`src/rtl/weight_buf_sched_if.sv`:
```
// Bundles the command, DDR beat and weight-buffer signals of the weight
// buffer scheduler. The slave modport is the scheduler itself; the master
// modport is whatever drives it (layer controller, DDR engine, buffer).
interface weight_buf_sched_if #(
  parameter int ADDR_LEN     = 16,
  parameter int DDR_DATA_LEN = 256,
  parameter int BUFFER_NUM   = 32,
  parameter int LEN_W        = 16
) ();

  logic                    cmd_valid;
  logic                    cmd_ready;
  logic                    cmd_op;
  logic [ADDR_LEN-1:0]     cmd_base;
  logic [LEN_W-1:0]        cmd_len;

  logic                    ddr_valid;
  logic                    ddr_ready;
  logic [DDR_DATA_LEN-1:0] ddr_data;

  logic [DDR_DATA_LEN-1:0] data_wr;
  logic [ADDR_LEN-1:0]     wr_addr;
  logic [BUFFER_NUM-1:0]   wr_en;
  logic                    rd_conf;
  logic [ADDR_LEN-1:0]     st_rd_addr;
  logic                    buf_idle;
  logic                    ker_en;

  logic                    pe_ready;
  logic                    busy;
  logic                    done;
  logic                    err;

  modport master (
    output cmd_valid, cmd_op, cmd_base, cmd_len,
    output ddr_valid, ddr_data,
    output buf_idle, ker_en, pe_ready,
    input  cmd_ready, ddr_ready,
    input  data_wr, wr_addr, wr_en, rd_conf, st_rd_addr,
    input  busy, done, err
  );

  modport slave (
    input  cmd_valid, cmd_op, cmd_base, cmd_len,
    input  ddr_valid, ddr_data,
    input  buf_idle, ker_en, pe_ready,
    output cmd_ready, ddr_ready,
    output data_wr, wr_addr, wr_en, rd_conf, st_rd_addr,
    output busy, done, err
  );

endinterface

```
`src/rtl/weight_buf_sched.sv`:
```
// Weight buffer scheduler: runs one command at a time. LOAD streams DDR
// beats into consecutive bank groups and rows; READ issues kernel-set read
// starts and waits for the buffer to raise ker_en for each set.
// Optional feature: define WEIGHT_BUF_SCHED_TIMEOUT_EN to add a 5-bit
// watchdog on RD_WAIT that sets a sticky err and aborts the command.
module weight_buf_sched #(
  parameter int ADDR_LEN     = 16,
  parameter int DATA_LEN     = 64,
  parameter int DDR_DATA_LEN = 256,
  parameter int BUFFER_NUM   = 32,
  parameter int LEN_W        = 16,
  parameter int RD_STRIDE    = 9
) (
  input logic               clk,
  input logic               rst_n,
  weight_buf_sched_if.slave bus
);

  localparam int BPB    = DDR_DATA_LEN / DATA_LEN;
  localparam int GROUPS = BUFFER_NUM / BPB;
  localparam int GRP_W  = (GROUPS > 1) ? $clog2(GROUPS) : 1;
  localparam logic [GRP_W-1:0]      GRP_LAST  = GRP_W'(GROUPS - 1);
  localparam logic [BUFFER_NUM-1:0] BANK_MASK = BUFFER_NUM'({BPB{1'b1}});

  typedef enum logic [2:0] {
    S_IDLE,
    S_LOAD,
    S_RD_ISSUE,
    S_RD_WAIT,
    S_DONE
  } state_t;

  state_t              state;
  logic [ADDR_LEN-1:0] base_q;
  logic [LEN_W-1:0]    len_q;
  logic [LEN_W-1:0]    row;
  logic [GRP_W-1:0]    grp;
  logic [LEN_W-1:0]    set_cnt;
  logic [ADDR_LEN-1:0] rd_ptr;
  logic                ker_en_d;
  logic                ker_rise;

`ifdef WEIGHT_BUF_SCHED_TIMEOUT_EN
  logic [4:0]          wd;
  logic                err_q;
  assign bus.err = err_q;
`else
  assign bus.err = 1'b0;
`endif

  assign bus.cmd_ready = (state == S_IDLE);
  assign bus.ddr_ready = (state == S_LOAD);
  assign bus.busy      = (state != S_IDLE);
  assign ker_rise      = bus.ker_en && !ker_en_d;

  // Delayed copy of ker_en so only a fresh rise counts as set completion.
  always_ff @(posedge clk) begin
    if (!rst_n) ker_en_d <= 1'b0;
    else        ker_en_d <= bus.ker_en;
  end

  // Main sequencer: command capture, beat writes, read issue/wait, done pulse.
  always_ff @(posedge clk) begin
    if (!rst_n) begin
      state          <= S_IDLE;
      base_q         <= '0;
      len_q          <= '0;
      row            <= '0;
      grp            <= '0;
      set_cnt        <= '0;
      rd_ptr         <= '0;
      bus.data_wr    <= '0;
      bus.wr_addr    <= '0;
      bus.wr_en      <= '0;
      bus.rd_conf    <= 1'b0;
      bus.st_rd_addr <= '0;
      bus.done       <= 1'b0;
`ifdef WEIGHT_BUF_SCHED_TIMEOUT_EN
      wd             <= '0;
      err_q          <= 1'b0;
`endif
    end else begin
      bus.wr_en   <= '0;
      bus.rd_conf <= 1'b0;
      bus.done    <= 1'b0;
      case (state)
        S_IDLE: begin
          if (bus.cmd_valid) begin
            base_q  <= bus.cmd_base;
            len_q   <= bus.cmd_len;
            rd_ptr  <= bus.cmd_base;
            row     <= '0;
            grp     <= '0;
            set_cnt <= '0;
            if (bus.cmd_len == '0) state <= S_DONE;
            else if (bus.cmd_op)   state <= S_RD_ISSUE;
            else                   state <= S_LOAD;
          end
        end
        S_LOAD: begin
          if (bus.ddr_valid) begin
            bus.data_wr <= bus.ddr_data;
            bus.wr_addr <= base_q + ADDR_LEN'(row);
            bus.wr_en   <= BANK_MASK << (BPB * int'(grp));
            if (grp == GRP_LAST) begin
              grp <= '0;
              row <= row + LEN_W'(1);
              if (row == len_q - LEN_W'(1)) state <= S_DONE;
            end else begin
              grp <= grp + GRP_W'(1);
            end
          end
        end
        S_RD_ISSUE: begin
          if (bus.buf_idle && bus.pe_ready) begin
            bus.rd_conf    <= 1'b1;
            bus.st_rd_addr <= rd_ptr;
            rd_ptr         <= rd_ptr + ADDR_LEN'(RD_STRIDE);
            state          <= S_RD_WAIT;
`ifdef WEIGHT_BUF_SCHED_TIMEOUT_EN
            wd             <= '0;
`endif
          end
        end
        S_RD_WAIT: begin
          if (ker_rise) begin
            set_cnt <= set_cnt + LEN_W'(1);
            if (set_cnt + LEN_W'(1) == len_q) state <= S_DONE;
            else                              state <= S_RD_ISSUE;
          end
`ifdef WEIGHT_BUF_SCHED_TIMEOUT_EN
          else if (wd == 5'd30) begin
            wd    <= 5'd31;
            err_q <= 1'b1;
            state <= S_DONE;
          end else begin
            wd <= wd + 5'd1;
          end
`endif
        end
        S_DONE: begin
          bus.done <= 1'b1;
          state    <= S_IDLE;
        end
        default: state <= S_IDLE;
      endcase
    end
  end

endmodule
```
`src/flat_wrapper.sv`:
```
// flat-port wrapper written by rule: the top's interface ports become plain ports
module weight_buf_sched_flat 
#(
  parameter int ADDR_LEN     = 16,
  parameter int DATA_LEN     = 64,
  parameter int DDR_DATA_LEN = 256,
  parameter int BUFFER_NUM   = 32,
  parameter int LEN_W        = 16,
  parameter int RD_STRIDE    = 9
)
  (clk, rst_n, bus_cmd_valid, bus_cmd_op, bus_cmd_base, bus_cmd_len, bus_ddr_valid, bus_ddr_data, bus_buf_idle, bus_ker_en, bus_pe_ready, bus_cmd_ready, bus_ddr_ready, bus_data_wr, bus_wr_addr, bus_wr_en, bus_rd_conf, bus_st_rd_addr, bus_busy, bus_done, bus_err);
  weight_buf_sched_if #(.ADDR_LEN(ADDR_LEN), .DDR_DATA_LEN(DDR_DATA_LEN), .BUFFER_NUM(BUFFER_NUM), .LEN_W(LEN_W)) bus_i ();
  input logic clk;
  input logic rst_n;
  input wire logic [$bits(bus_i.cmd_valid)-1:0] bus_cmd_valid;
  input wire logic [$bits(bus_i.cmd_op)-1:0] bus_cmd_op;
  input wire logic [$bits(bus_i.cmd_base)-1:0] bus_cmd_base;
  input wire logic [$bits(bus_i.cmd_len)-1:0] bus_cmd_len;
  input wire logic [$bits(bus_i.ddr_valid)-1:0] bus_ddr_valid;
  input wire logic [$bits(bus_i.ddr_data)-1:0] bus_ddr_data;
  input wire logic [$bits(bus_i.buf_idle)-1:0] bus_buf_idle;
  input wire logic [$bits(bus_i.ker_en)-1:0] bus_ker_en;
  input wire logic [$bits(bus_i.pe_ready)-1:0] bus_pe_ready;
  output wire logic [$bits(bus_i.cmd_ready)-1:0] bus_cmd_ready;
  output wire logic [$bits(bus_i.ddr_ready)-1:0] bus_ddr_ready;
  output wire logic [$bits(bus_i.data_wr)-1:0] bus_data_wr;
  output wire logic [$bits(bus_i.wr_addr)-1:0] bus_wr_addr;
  output wire logic [$bits(bus_i.wr_en)-1:0] bus_wr_en;
  output wire logic [$bits(bus_i.rd_conf)-1:0] bus_rd_conf;
  output wire logic [$bits(bus_i.st_rd_addr)-1:0] bus_st_rd_addr;
  output wire logic [$bits(bus_i.busy)-1:0] bus_busy;
  output wire logic [$bits(bus_i.done)-1:0] bus_done;
  output wire logic [$bits(bus_i.err)-1:0] bus_err;
  assign bus_i.cmd_valid = bus_cmd_valid;
  assign bus_i.cmd_op = bus_cmd_op;
  assign bus_i.cmd_base = bus_cmd_base;
  assign bus_i.cmd_len = bus_cmd_len;
  assign bus_i.ddr_valid = bus_ddr_valid;
  assign bus_i.ddr_data = bus_ddr_data;
  assign bus_i.buf_idle = bus_buf_idle;
  assign bus_i.ker_en = bus_ker_en;
  assign bus_i.pe_ready = bus_pe_ready;
  assign bus_cmd_ready = bus_i.cmd_ready;
  assign bus_ddr_ready = bus_i.ddr_ready;
  assign bus_data_wr = bus_i.data_wr;
  assign bus_wr_addr = bus_i.wr_addr;
  assign bus_wr_en = bus_i.wr_en;
  assign bus_rd_conf = bus_i.rd_conf;
  assign bus_st_rd_addr = bus_i.st_rd_addr;
  assign bus_busy = bus_i.busy;
  assign bus_done = bus_i.done;
  assign bus_err = bus_i.err;
  weight_buf_sched #(.ADDR_LEN(ADDR_LEN), .DATA_LEN(DATA_LEN), .DDR_DATA_LEN(DDR_DATA_LEN), .BUFFER_NUM(BUFFER_NUM), .LEN_W(LEN_W), .RD_STRIDE(RD_STRIDE)) u_core (.clk(clk), .rst_n(rst_n), .bus(bus_i));
endmodule
```
`config.mk`:
```
export PLATFORM = sky130hd
export DESIGN_NAME = weight_buf_sched_flat
export DESIGN_NICKNAME = d
export VERILOG_FILES = /design/src/rtl/weight_buf_sched_if.sv /design/src/rtl/weight_buf_sched.sv /design/src/flat_wrapper.sv
export SDC_FILE = /design/constraint.sdc
export NUM_CORES = 1
export LEC_CHECK = 0
export BUFFER_PORTS_ARGS = -buffer_cell sky130_fd_sc_hd__buf_4
export CAP_MARGIN = 10
export CORE_AREA = 5 5 258 260
export CTS_CLUSTER_SIZE = 25
export DETAILED_ROUTE_END_ITERATION = 12
export DIE_AREA = 0 0 263 265
export PLACE_DENSITY = 0.53
export SLEW_MARGIN = 10
export SYNTH_ARGS = -nofsm -noshare
export SYNTH_HDL_FRONTEND = slang
export SYNTH_SLANG_ARGS = --single-unit
```
`constraint.sdc`:
```
create_clock -name clk -period 6.2 [get_ports clk]
set_input_delay 0.93 -clock clk [delete_from_list [all_inputs] [get_ports clk]]
set_output_delay 0.93 -clock clk [all_outputs]
set_load 0.02 [all_outputs]
```
==> metrics.sh, run 1 <==
MET3_LENGTH_UM=4790
DETAIL_ROUTE.FIRST_PASS.ITERATIONS=5
SW_FRAC_OF_TOTAL_PCT=34.8
SYNTH_FP_NETS=2368
REPORT.FINAL.SLEW_VIOL_COUNT=0
FINAL-HOLD-VIOLATION-COUNT=0
CTS-RESIZED-GATES=0
CLOCK_POWER_SHARE_PCT=34.4
SEQ_AREA_FRAC_SYNTH_PCT=48.6
IR_WORST_VDD_mV=0.197
DIE_H_UM=265
SETUP_REPAIR_AFTER_GLOBAL_ROUTING_MISSED_ITS_MARGIN='false'
TRITONCTS='done'
FIN_TNS_SETUP_NS=0
IO_BUFFERS=620
FIRST_GLOBAL_VIAS=15700
SYNTH_TOP_CELL_BY_AREA='dfxtp_1'
SYNTH_CELL_TYPES=74
COMMONEST_NON_FILL_NON_TAP_CELLS_IN_THE_LAYOUT='nand2_1, buf_4, dfxtp_1'
POST_CTS_SETUP_DRIVEN_BUFFER_INSERTION_COUNT=0
SYNTH_CELLS=2047
YOSYS.AREA.TOP_TYPE_SHARE_PCT=48.6
DRIVE_GT1_SHARE_PCT=27.9
WL_MET1_UM=23900
PERIOD_NEEDED_NS=2.99
WORSTSETUPSTARTPOINT='u_core.state[1]'
MOST_FREQUENT_STANDARD_CELL_IN_THE_LAYOUT_EXCLUDING_FILL_AND_TAP_CELLS='nand2_1'
FINAL_AREA_UM2=22600
POWER.LEAKAGE_nW=9.22
VIAS_PER_CELL=4.61
NUMBER_OF_ENABLE_FLIP_FLOP_CELLS_AFTER_SYNTHESIS=0
DRC_ERRORS=0
WORST-ENDPOINT-ARRIVAL_NS=3.48
WIRELENGTH_UM=61900
WORST-R2R-CELL-COUNT=5
WORST_SKEW_PAIR.LATE_LATENCY_NS=0.58
GRT_FIRST_PASS_WIRELENGTH_UM=92700
AREA_GROWTH_SYN_TO_LAYOUT_PCT=42.2
FINALSETUPVIOLATIONS=0
OUTCOME='complete, no violations'
REG2REG_FROM='u_core.state[1]'
WORST_HOLD_STARTPOINT='u_core.bus.wr_addr[2]'
TIMING.REG2REG.SETUP_SLACK_NS=3.21
FINALCRITPERIODSHARE_PCT=48.2
ROUTED_WIRE_PER_STD_CELL_UM=18.0
CTSHTREEMAXLEVEL=2
PLACEMENT.CELL_AREA_UM2=21000
DR_WL_MET2_UM=31000
FINAL.FILL_COUNT=6679
HOLD_PATH_CLASS='reg -> reg'
HIGHEST-SIGNAL-LAYER='met4'
NET-SWITCHING-POWER_mW=2.85
POSTCTSHOLDBUFS=0
CLOCK_SINK_COUNT=385
SYNTH_TOP_CELLS_BY_AREA='dfxtp_1, nand2_1, a21oi_1, clkbuf_1, ha_1'
INITIAL_CORE_UTIL_PCT=24.8
YOSYS_WARNINGS=0
ANT_NETS=0
CHIPWIDTH_UM=263
CLOCK_SKEW_NS=0.0150
YS_ASYNC_SR_FRACTION_PCT=0
CRITPATHLAUNCHTYPE='flip-flop'
NETLIST_AREA_BEFORE_PLACEMENT_UM2=15900
SYN-MEAN-INSTANCE-AREA_UM2=7.75
MIN_DELAY_PATH_DEPTH=2
BOUNDARYPINS=622
WORST_SLEW_PIN_SLEW_NS=1.18
CTS-ROOT-BUF='clkbuf_16'
VIA_COUNT=15900
POWER.DENSITY_CELL_AREA_nW_PER_UM2=363
GRT_ANTENNA_BEFORE_REPAIR=1
GRT_MAX_DEGREE=204
CRITPATHKIND='reg -> reg'
CLK_PIN_SLEW_WORST_PATHS_NS=0.06
DESIGN_INTERNAL_POWER_mW=5.34
SYNTH_FLOP_CELL='dfxtp_1'
CP.REQUIRED_NS=6.69
POST_LAYOUT_NET_COUNT=2876
CTS_BUFFERS=47
WORST_HOLD_PATH_EP='u_core.bus.wr_addr[2]'
ENDPOINT_KIND='flip-flop'
PWR-SHARE-COMB_PCT=28.5
FP.COREAREA_UM2=63900
MAX_CAP_VIOLS=0
DETAILEDROUTE.FIRSTITERATIONVIOLATIONS=1095
FLOORPLAN.DIE_AREA_UM2=69700
DETAILED_PLACE_HPWL_UM=45600
SHARE_SEQ_OF_TOTAL_POWER_PCT=37.1
CRIT_FANOUT=190
GLOBALROUTEOVERFLOWTOTAL=0
TOTAL_ROUTING_USAGE_GR_PCT=16.5
WORST_R2R_ENDPOINT='u_core.bus.data_wr[208]'
GLOBALPLACE.CONGESTION=0.866
CTSLONGESTPATHBUFFERS=3
SYNTH.FF_LATCH_COUNT=385
NUMBER_OF_CORE_ROWS=93
MAX_FREQ_GHz=0.335
TIMING.MAX_SLEW.REL_SLACK_PCT=21.2
[registers in the layout (all words and copies together) (netlist names), 8 cells and up]
signal                 cells
u_core.set_cnt            16
u_core.len_q              16
u_core.bus.st_rd_addr     16
u_core.bus.wr_en           8
u_core.rd_ptr             16
u_core.base_q             16
u_core.row                16
u_core.bus.data_wr       256
u_core.bus.wr_addr        16
[power by group through the flow]
stage / Combinational (mW) / Sequential (mW) / Clock, mW
after floorplan: 1.27 / 3.25 / 0
after global placement: 2.31 / 3.08 / 0
after detailed placement: 2.36 / 3.09 / 0
after CTS: 2.36 / 3.04 / 2.91
after global routing: 2.57 / 3.08 / 3.01
final: 2.34 / 3.04 / 2.82
[critical path, stage by stage (launching register included)]
cell,delay [ns]
dfxtp_1,0.51
nor4bb_4,0.38
buf_4,0.70
buf_12,0.64
nand2_1,0.16
a21oi_1,0.16
[cell families (layout without fill, tap and decap cells)]
group	after synthesis	count (layout)	synth area share, %
simple gates	911	911	24.3
compound gates	481	481	16.8
flops	385	385	48.6
buf+inv	187	730	5.16
xor+xnor	55	55	3.04
fa+ha+maj	25	25	2.02
mux	2	2	0.134
other cells	1	2	0.0236
[final cells by class]
| type | count | area, um2 | share of cell area (%) |
|---|---|---|---|
| timing repair buffer | 628 | 4750 | 21.1 |
| tap | 855 | 1070 | 4.74 |
| antenna | 1 | 2.50 | 0.0111 |
| multi-input combinational | 1475 | 7360 | 32.6 |
| clock inverter | 15 | 190 | 0.843 |
| sequential | 385 | 7710 | 34.2 |
| inverter | 18 | 75.1 | 0.333 |
| clock buffer | 69 | 1400 | 6.20 |
[cells in the mapped netlist (7+ instances only)]
master and instances:
nand2_1 670, a211oi_1 12, nor4_1 11, or3_1 10, dfxtp_1 385, clkbuf_1 134
nand2b_1 8, buf_4 26, nor3_1 19, inv_1 17, a21oi_1 361, a22oi_1 7
nor2_1 78, nand4_1 17, and3_1 16, nand3_1 37, o21ai_0 33, xor2_1 23
ha_1 24, and2_1 14, xnor2_1 32
[metal layers]
metal  vias up  track usage, %
li1       7831               -
met1      7431            18.8
met2       522            29.0
met3       119            5.38
met4         0            6.12
met5         -               0
[worst max-delay path by stage]
stage	end	slack (ns)
after floorplan	u_core.row[15]	3.46
after global placement	u_core.grp[0]	2.65
after detailed placement	u_core.bus.wr_en[11]	2.64
after CTS	u_core.bus.wr_en[11]	3.13
after global routing	u_core.bus.wr_en[15]	2.86
final	u_core.bus.data_wr[208]	3.21
[metrics by stage]
stage | power (mW) | util, % | hold slack [ns] | worst slack [ns] | std cells
5_1_grt | 8.66 | 35.3 | 0.470 | 2.86 | 3446
6_report | 8.19 | 35.3 | 0.453 | 3.21 | 3446
2_1_floorplan | 4.51 | - | 0.440 | 3.46 | 2047
3_5_place_dp | 5.44 | 32.8 | 0.447 | 2.64 | 3361
3_3_place_gp | 5.40 | 32.8 | 0.443 | 2.65 | 3361
4_1_cts | 8.31 | 35.3 | 0.455 | 3.13 | 3445
(Power assumes the default switching activity.)
==> run 2: changes to the inputs <==
- clock period: 6.2 -> 3 ns (I/O delays scaled with it)
==> run 2 against run 1 <==
Effect of this change:
- global-route usage is 0.22 points higher
- sequential share of layout area is 0.45 points lower
- largest cell class unchanged
- count of clock-buffer cells in the layout is 1 higher
- critical endpoint is now u_core.state[2]
- worst setup slack worse by 3.0 ns
- final cell count is 0.81% higher
- combinational power is 120% higher
- critical path type unchanged
- via count is 1.9% higher
- largest power group unchanged
==> metrics.sh, run 2 (synthesis results as in run 1) <==
SETUP_REPAIR_AFTER_GLOBAL_ROUTING_MISSED_ITS_MARGIN='false'
TRITONCTS='done'
FINALCRITPERIODSHARE_PCT=93.1
NUMBER_OF_CORE_ROWS=93
TOTAL_ROUTING_USAGE_GR_PCT=16.7
ROUTED_WIRE_PER_STD_CELL_UM=18.0
WORST_SKEW_PAIR.LATE_LATENCY_NS=0.57
CLK_PIN_SLEW_WORST_PATHS_NS=0.06
POSTCTSHOLDBUFS=0
CTS_BUFFERS=46
VIA_COUNT=16200
COMMONEST_NON_FILL_NON_TAP_CELLS_IN_THE_LAYOUT='nand2_1, buf_4, dfxtp_1'
DETAILEDROUTE.FIRSTITERATIONVIOLATIONS=929
TOTALPOWERFINAL_mW=17.2
FP.COREAREA_UM2=63900
REGISTERS.TOP_BY_FF_COUNT='u_core.bus.data_wr'
VIAS_PER_CELL=4.66
HOLD_PATH_CLASS='in -> reg'
CHIPWIDTH_UM=263
WORST_SLEW_PIN_SLEW_NS=0.778
MAX_CAP_VIOLS=0
GLOBALPLACE.CONGESTION=0.905
ANT_NETS=0
DIE_H_UM=265
CTSHTREEMAXLEVEL=2
PERIOD_NEEDED_NS=2.79
CTSLONGESTPATHBUFFERS=3
WORST_HOLD_STARTPOINT='bus_ker_en'
DETAIL_ROUTE.FIRST_PASS.ITERATIONS=5
DRIVE_GT1_SHARE_PCT=28.6
FLOORPLAN.DIE_AREA_UM2=69700
IR_WORST_VDD_mV=0.396
FINAL-HOLD-VIOLATION-COUNT=0
OUTCOME='complete, no violations'
CTS-RESIZED-GATES=0
LARGEST_REGISTER_FFS=256
GRT_MAX_DEGREE=124
MOST_FREQUENT_STANDARD_CELL_IN_THE_LAYOUT_EXCLUDING_FILL_AND_TAP_CELLS='nand2_1'
POST_CTS_SETUP_DRIVEN_BUFFER_INSERTION_COUNT=0
MAX_FREQ_GHz=0.358
CRITPATHKIND='reg -> reg'
WORSTSETUPSTARTPOINT='u_core.len_q[0]'
CP.REQUIRED_NS=3.49
POST_LAYOUT_NET_COUNT=2904
DRC_ERRORS=0
CLOCK_SKEW_NS=0.0158
REPORT.FINAL.SLEW_VIOL_COUNT=0
INITIAL_CORE_UTIL_PCT=24.8
CTS-ROOT-BUF='clkbuf_16'
WIRELENGTH_UM=62500
GLOBALROUTEOVERFLOWTOTAL=0
GRT_ANTENNA_BEFORE_REPAIR=1
ANTENNADIODECOUNT=0
CRITPATHLAUNCHTYPE='flip-flop'
FIN_TNS_SETUP_NS=0
ENDPOINT_KIND='flip-flop'
BOUNDARYPINS=622
GRT_FIRST_PASS_WIRELENGTH_UM=94000
WORST-ENDPOINT-ARRIVAL_NS=3.29
FINALSETUPVIOLATIONS=0
AREA_GROWTH_SYN_TO_LAYOUT_PCT=44.1
FIRST_GLOBAL_VIAS=15800
DPL_WORST_SLACK_NS=0.150
POST_LAYOUT_NONFILLER_INSTANCES=3474
POWER.DENSITY_CELL_AREA_nW_PER_UM2=751
SETUP_SLACK_OF_THE_CRITICAL_PATH_AFTER_LAYOUT_NS=0.206
PLACE_INST=3390
IO_BUFFERS=620
TIMING.MAX_SLEW.REL_SLACK_PCT=48.1
DETAILED_PLACE_HPWL_UM=47000
REG2REG_FROM='u_core.len_q[0]'
POWER.LEAKAGE_nW=9.39
CRIT_FANOUT=10
HOLD-WORST-SLACK_NS=0.0916
CLOCK_SINK_COUNT=385
-- run 2: changes by cell type in the layout (fill, tap and decap cells not counted), sizes merged --
cell / change
buf: +29
clkinv: -2
bufinv: +1
clkbuf: +1
diode: -1
-- run 2: critical path, cell delays in order, from the launching register on --
cell and delay [ns]:
dfxtp_1 0.39, inv_1 0.09, ha_1 0.17, or3b_4 0.46, o31ai_1 0.30, o2111ai_1 0.18, nor4b_2 0.29, nand4_1 0.15
o22a_1 0.26, or2_1 0.27, nor3_2 0.16
-- run 2: path summary, 6_finish.rpt --
path	endpoint	slack [ns]	depth (start not counted)
min reg2reg	u_core.bus.data_wr[46]	0.45	2
max reg2reg	u_core.state[2]	0.21	10
max	u_core.state[2]	0.21	10
min	u_core.ker_en_d	0.09	2
-- run 2: cell type report --
class                   instances  area (um2)
well taps                     855        1070
fillers                      6685       41000
repair buffers                657        5040
clock inverters                14         180
multi-input cells            1475        7370
inverters                      18        75.1
clock buffers                  70        1420
flip-flops and latches        385        7710
-- run 2: layer usage --
metal	routed length (um)	global-route usage (%)	vias to the layer above
met5	0	0	-
met1	23800	19.1	7619
met2	31800	29.9	571
met3	5090	5.23	116
met4	1910	5.38	0
li1	-	-	7896
-- run 2: metrics by stage --
stage	area [um2]	utilization (%)
after floorplan	15900	-
after global placement	21300	33.3
after detailed placement	21300	33.3
after CTS	22900	35.8
after global routing	22900	35.8
final	22900	35.8
-- run 2: where the power goes --
| group | leakage, nW | internal (mW) | switching [mW] |
|---|---|---|---|
| Clock | 0.787 | 3.59 | 2.27 |
| Sequential | 3.12 | 5.74 | 0.487 |
| Combinational | 5.48 | 1.93 | 3.15 |
==> run 3: changes to the inputs <==
- CORE_AREA: 5 5 258 260 -> 5 5 241 243
- DIE_AREA: 0 0 263 265 -> 0 0 246 248
- PLACE_DENSITY: 0.53 -> 0.59
==> run 3 against run 2 <==
Effect of this change:
- fmax increased by 1.4%
- critical endpoint unchanged
- non-clock buffer count down 6
- critical path type unchanged
- sequential power is essentially flat
- clock power decreased by 6.3%
- utilization is 4.6 points higher
- clock skew grew 0.0042 ns
- combinational power down 1%
- worst setup slack better by 0.039 ns
- hold slack gained 0.021 ns
==> metrics.sh, run 3 (synthesis results as in run 1) <==
CHIPWIDTH_UM=246
DETAIL_ROUTE.FIRST_PASS.ITERATIONS=7
CTS_BUFFERS=45
FINAL_AREA_UM2=22500
POWER.DENSITY_CELL_AREA_nW_PER_UM2=744
FP.COREAREA_UM2=55700
FINAL-HOLD-VIOLATION-COUNT=0
PERIOD_NEEDED_NS=2.75
MAX_FREQ_GHz=0.363
WIRELENGTH_UM=62500
TIMING.REG2REG.SETUP_SLACK_NS=0.25
TIMING.MAX_SLEW.REL_SLACK_PCT=46.1
WORST_SLEW_PIN_SLEW_NS=0.808
COMMONEST_NON_FILL_NON_TAP_CELLS_IN_THE_LAYOUT='nand2_1, buf_4, dfxtp_1'
REG2REG_FROM='u_core.len_q[1]'
VIA_COUNT=16000
SHARE_SEQ_OF_TOTAL_POWER_PCT=37.2
DETAILED_PLACE_HPWL_UM=47200
POST_LAYOUT_NET_COUNT=2897
DETAILEDROUTE.FIRSTITERATIONVIOLATIONS=816
IO_BUFFERS=620
CP.REQUIRED_NS=3.48
SETUP_REPAIR_AFTER_GLOBAL_ROUTING_MISSED_ITS_MARGIN='false'
FLOORPLAN.DIE_AREA_UM2=61000
CLOCK_POWER_SHARE_PCT=32.8
WORST_SKEW_PAIR.LATE_LATENCY_NS=0.57
NET-SWITCHING-POWER_mW=5.82
WORST_HOLD_PATH_EP='u_core.ker_en_d'
WORST_R2R_ENDPOINT='u_core.state[2]'
ANT_NETS=0
PLACEMENT.CELL_AREA_UM2=21100
SETUP_SLACK_OF_THE_CRITICAL_PATH_AFTER_LAYOUT_NS=0.245
INITIAL_CORE_UTIL_PCT=28.5
TOTAL_ROUTING_USAGE_GR_PCT=19.0
HOLD-WORST-SLACK_NS=0.113
CRITPATHLAUNCHTYPE='flip-flop'
CTSLONGESTPATHBUFFERS=3
VIAS_PER_CELL=4.75
HOLD_PATH_CLASS='in -> reg'
POST_LAYOUT_NONFILLER_INSTANCES=3367
PLACE_INST=3285
ROUTED_WIRE_PER_STD_CELL_UM=18.6
GRT_ANTENNA_BEFORE_REPAIR=5
DESIGN_INTERNAL_POWER_mW=10.9
DPL_WORST_SLACK_NS=-0.0318
POWER.LEAKAGE_nW=9.29
CLK_PIN_SLEW_WORST_PATHS_NS=0.06
ENDPOINT_KIND='flip-flop'
POST-ROUTE-UTIL_PCT=40.4
SW_FRAC_OF_TOTAL_PCT=34.8
CTSHTREEMAXLEVEL=2
AREA_GROWTH_SYN_TO_LAYOUT_PCT=42.1
CRITPATHKIND='reg -> reg'
BOUNDARYPINS=622
NUMBER_OF_CORE_ROWS=87
FINALCRITPERIODSHARE_PCT=91.8
REGISTERS.TOP_BY_FF_COUNT='u_core.bus.data_wr'
DRC_ERRORS=0
FINALSETUPVIOLATIONS=0
POST_CTS_SETUP_DRIVEN_BUFFER_INSERTION_COUNT=0
GLOBALPLACE.CONGESTION=0.863
CTS-ROOT-BUF='clkbuf_16'
TOTALPOWERFINAL_mW=16.8
CLOCK_SKEW_NS=0.0200
GRT_FIRST_PASS_WIRELENGTH_UM=90400
GRT_MAX_DEGREE=149
MAX_CAP_VIOLS=0
WORST-ENDPOINT-ARRIVAL_NS=3.24
TRITONCTS='done'
IR_WORST_VDD_mV=0.449
CLOCK_SINK_COUNT=385
CRIT_FANOUT=10
WORST_HOLD_STARTPOINT='bus_ker_en'
DRIVE_GT1_SHARE_PCT=28.3
OUTCOME='complete, no violations'
MOST_FREQUENT_STANDARD_CELL_IN_THE_LAYOUT_EXCLUDING_FILL_AND_TAP_CELLS='nand2_1'
WORST-R2R-CELL-COUNT=10
FIRST_GLOBAL_VIAS=15300
MIN_DELAY_PATH_DEPTH=2
REPORT.FINAL.SLEW_VIOL_COUNT=0
DIE_H_UM=248
LARGEST_REGISTER_FFS=256
FIN_TNS_SETUP_NS=0
GLOBALROUTEOVERFLOWTOTAL=0
PWR-SHARE-COMB_PCT=30.0
run 3: changes by cell type in the layout (fill, tap and decap cells not counted), moves of 2 or more:
| cell | change |
|---|---|
| bufinv_16 | -2 |
| clkbuf_16 | -2 |
| clkbuf_1 | +2 |
| buf_12 | -3 |
| buf_4 | -3 |
| diode_2 | +2 |
run 3: per-layer routing:
metal,global-route usage (%),vias up,part of all wire [%]
li1,-,7877,-
met1,21.2,7427,37
met2,33.3,545,50
met3,5.88,132,8.3
met4,8.58,2,4.5
met5,0,-,0.019
run 3: how the worst max path moves through the flow:
stage                                 start  depth (start not counted)         endpoint  slack [ns]
after floorplan             u_core.len_q[0]                         12  u_core.state[2]        0.40
after global placement      u_core.len_q[1]                         10  u_core.state[2]        0.02
after detailed placement    u_core.len_q[1]                         10  u_core.state[2]       -0.03
after CTS                   u_core.len_q[1]                         10  u_core.state[2]        0.07
after global routing      u_core.set_cnt[0]                          9  u_core.state[1]        0.04
final                       u_core.len_q[1]                         10  u_core.state[2]        0.25
run 3: critical path: stages (launching register included):
cell,delay (ns)
dfxtp_1,0.39
inv_1,0.09
ha_1,0.17
or3b_4,0.46
a311oi_1,0.28
o2111ai_1,0.21
nor4b_2,0.29
nand4_1,0.14
o22a_1,0.25
or2_1,0.25
nor3_2,0.15
run 3: what timing repair did:
action	CTS	global route
hold buffers	0	0
gates resized for setup	1	2
setup endpoints to repair	2	3
run 3: power by group through the flow:
stage          logic, mW  clock network (mW)  registers, mW
6_report            5.03                5.49           6.23
3_5_place_dp        5.04                   0           6.33
3_3_place_gp        4.97                   0           6.30
2_1_floorplan       2.62                   0           6.71
4_1_cts             5.06                5.66           6.22
5_1_grt             5.51                5.84           6.31
run 3: layout make-up:
cell class	count	area (um2)
fill	5767	33200
sequential	385	7710
multi-input combinational	1475	7370
timing repair buffer	651	4960
clock buffer	69	1360
tap	756	946
clock inverter	11	113
inverter	18	75.1
antenna	2	5.00
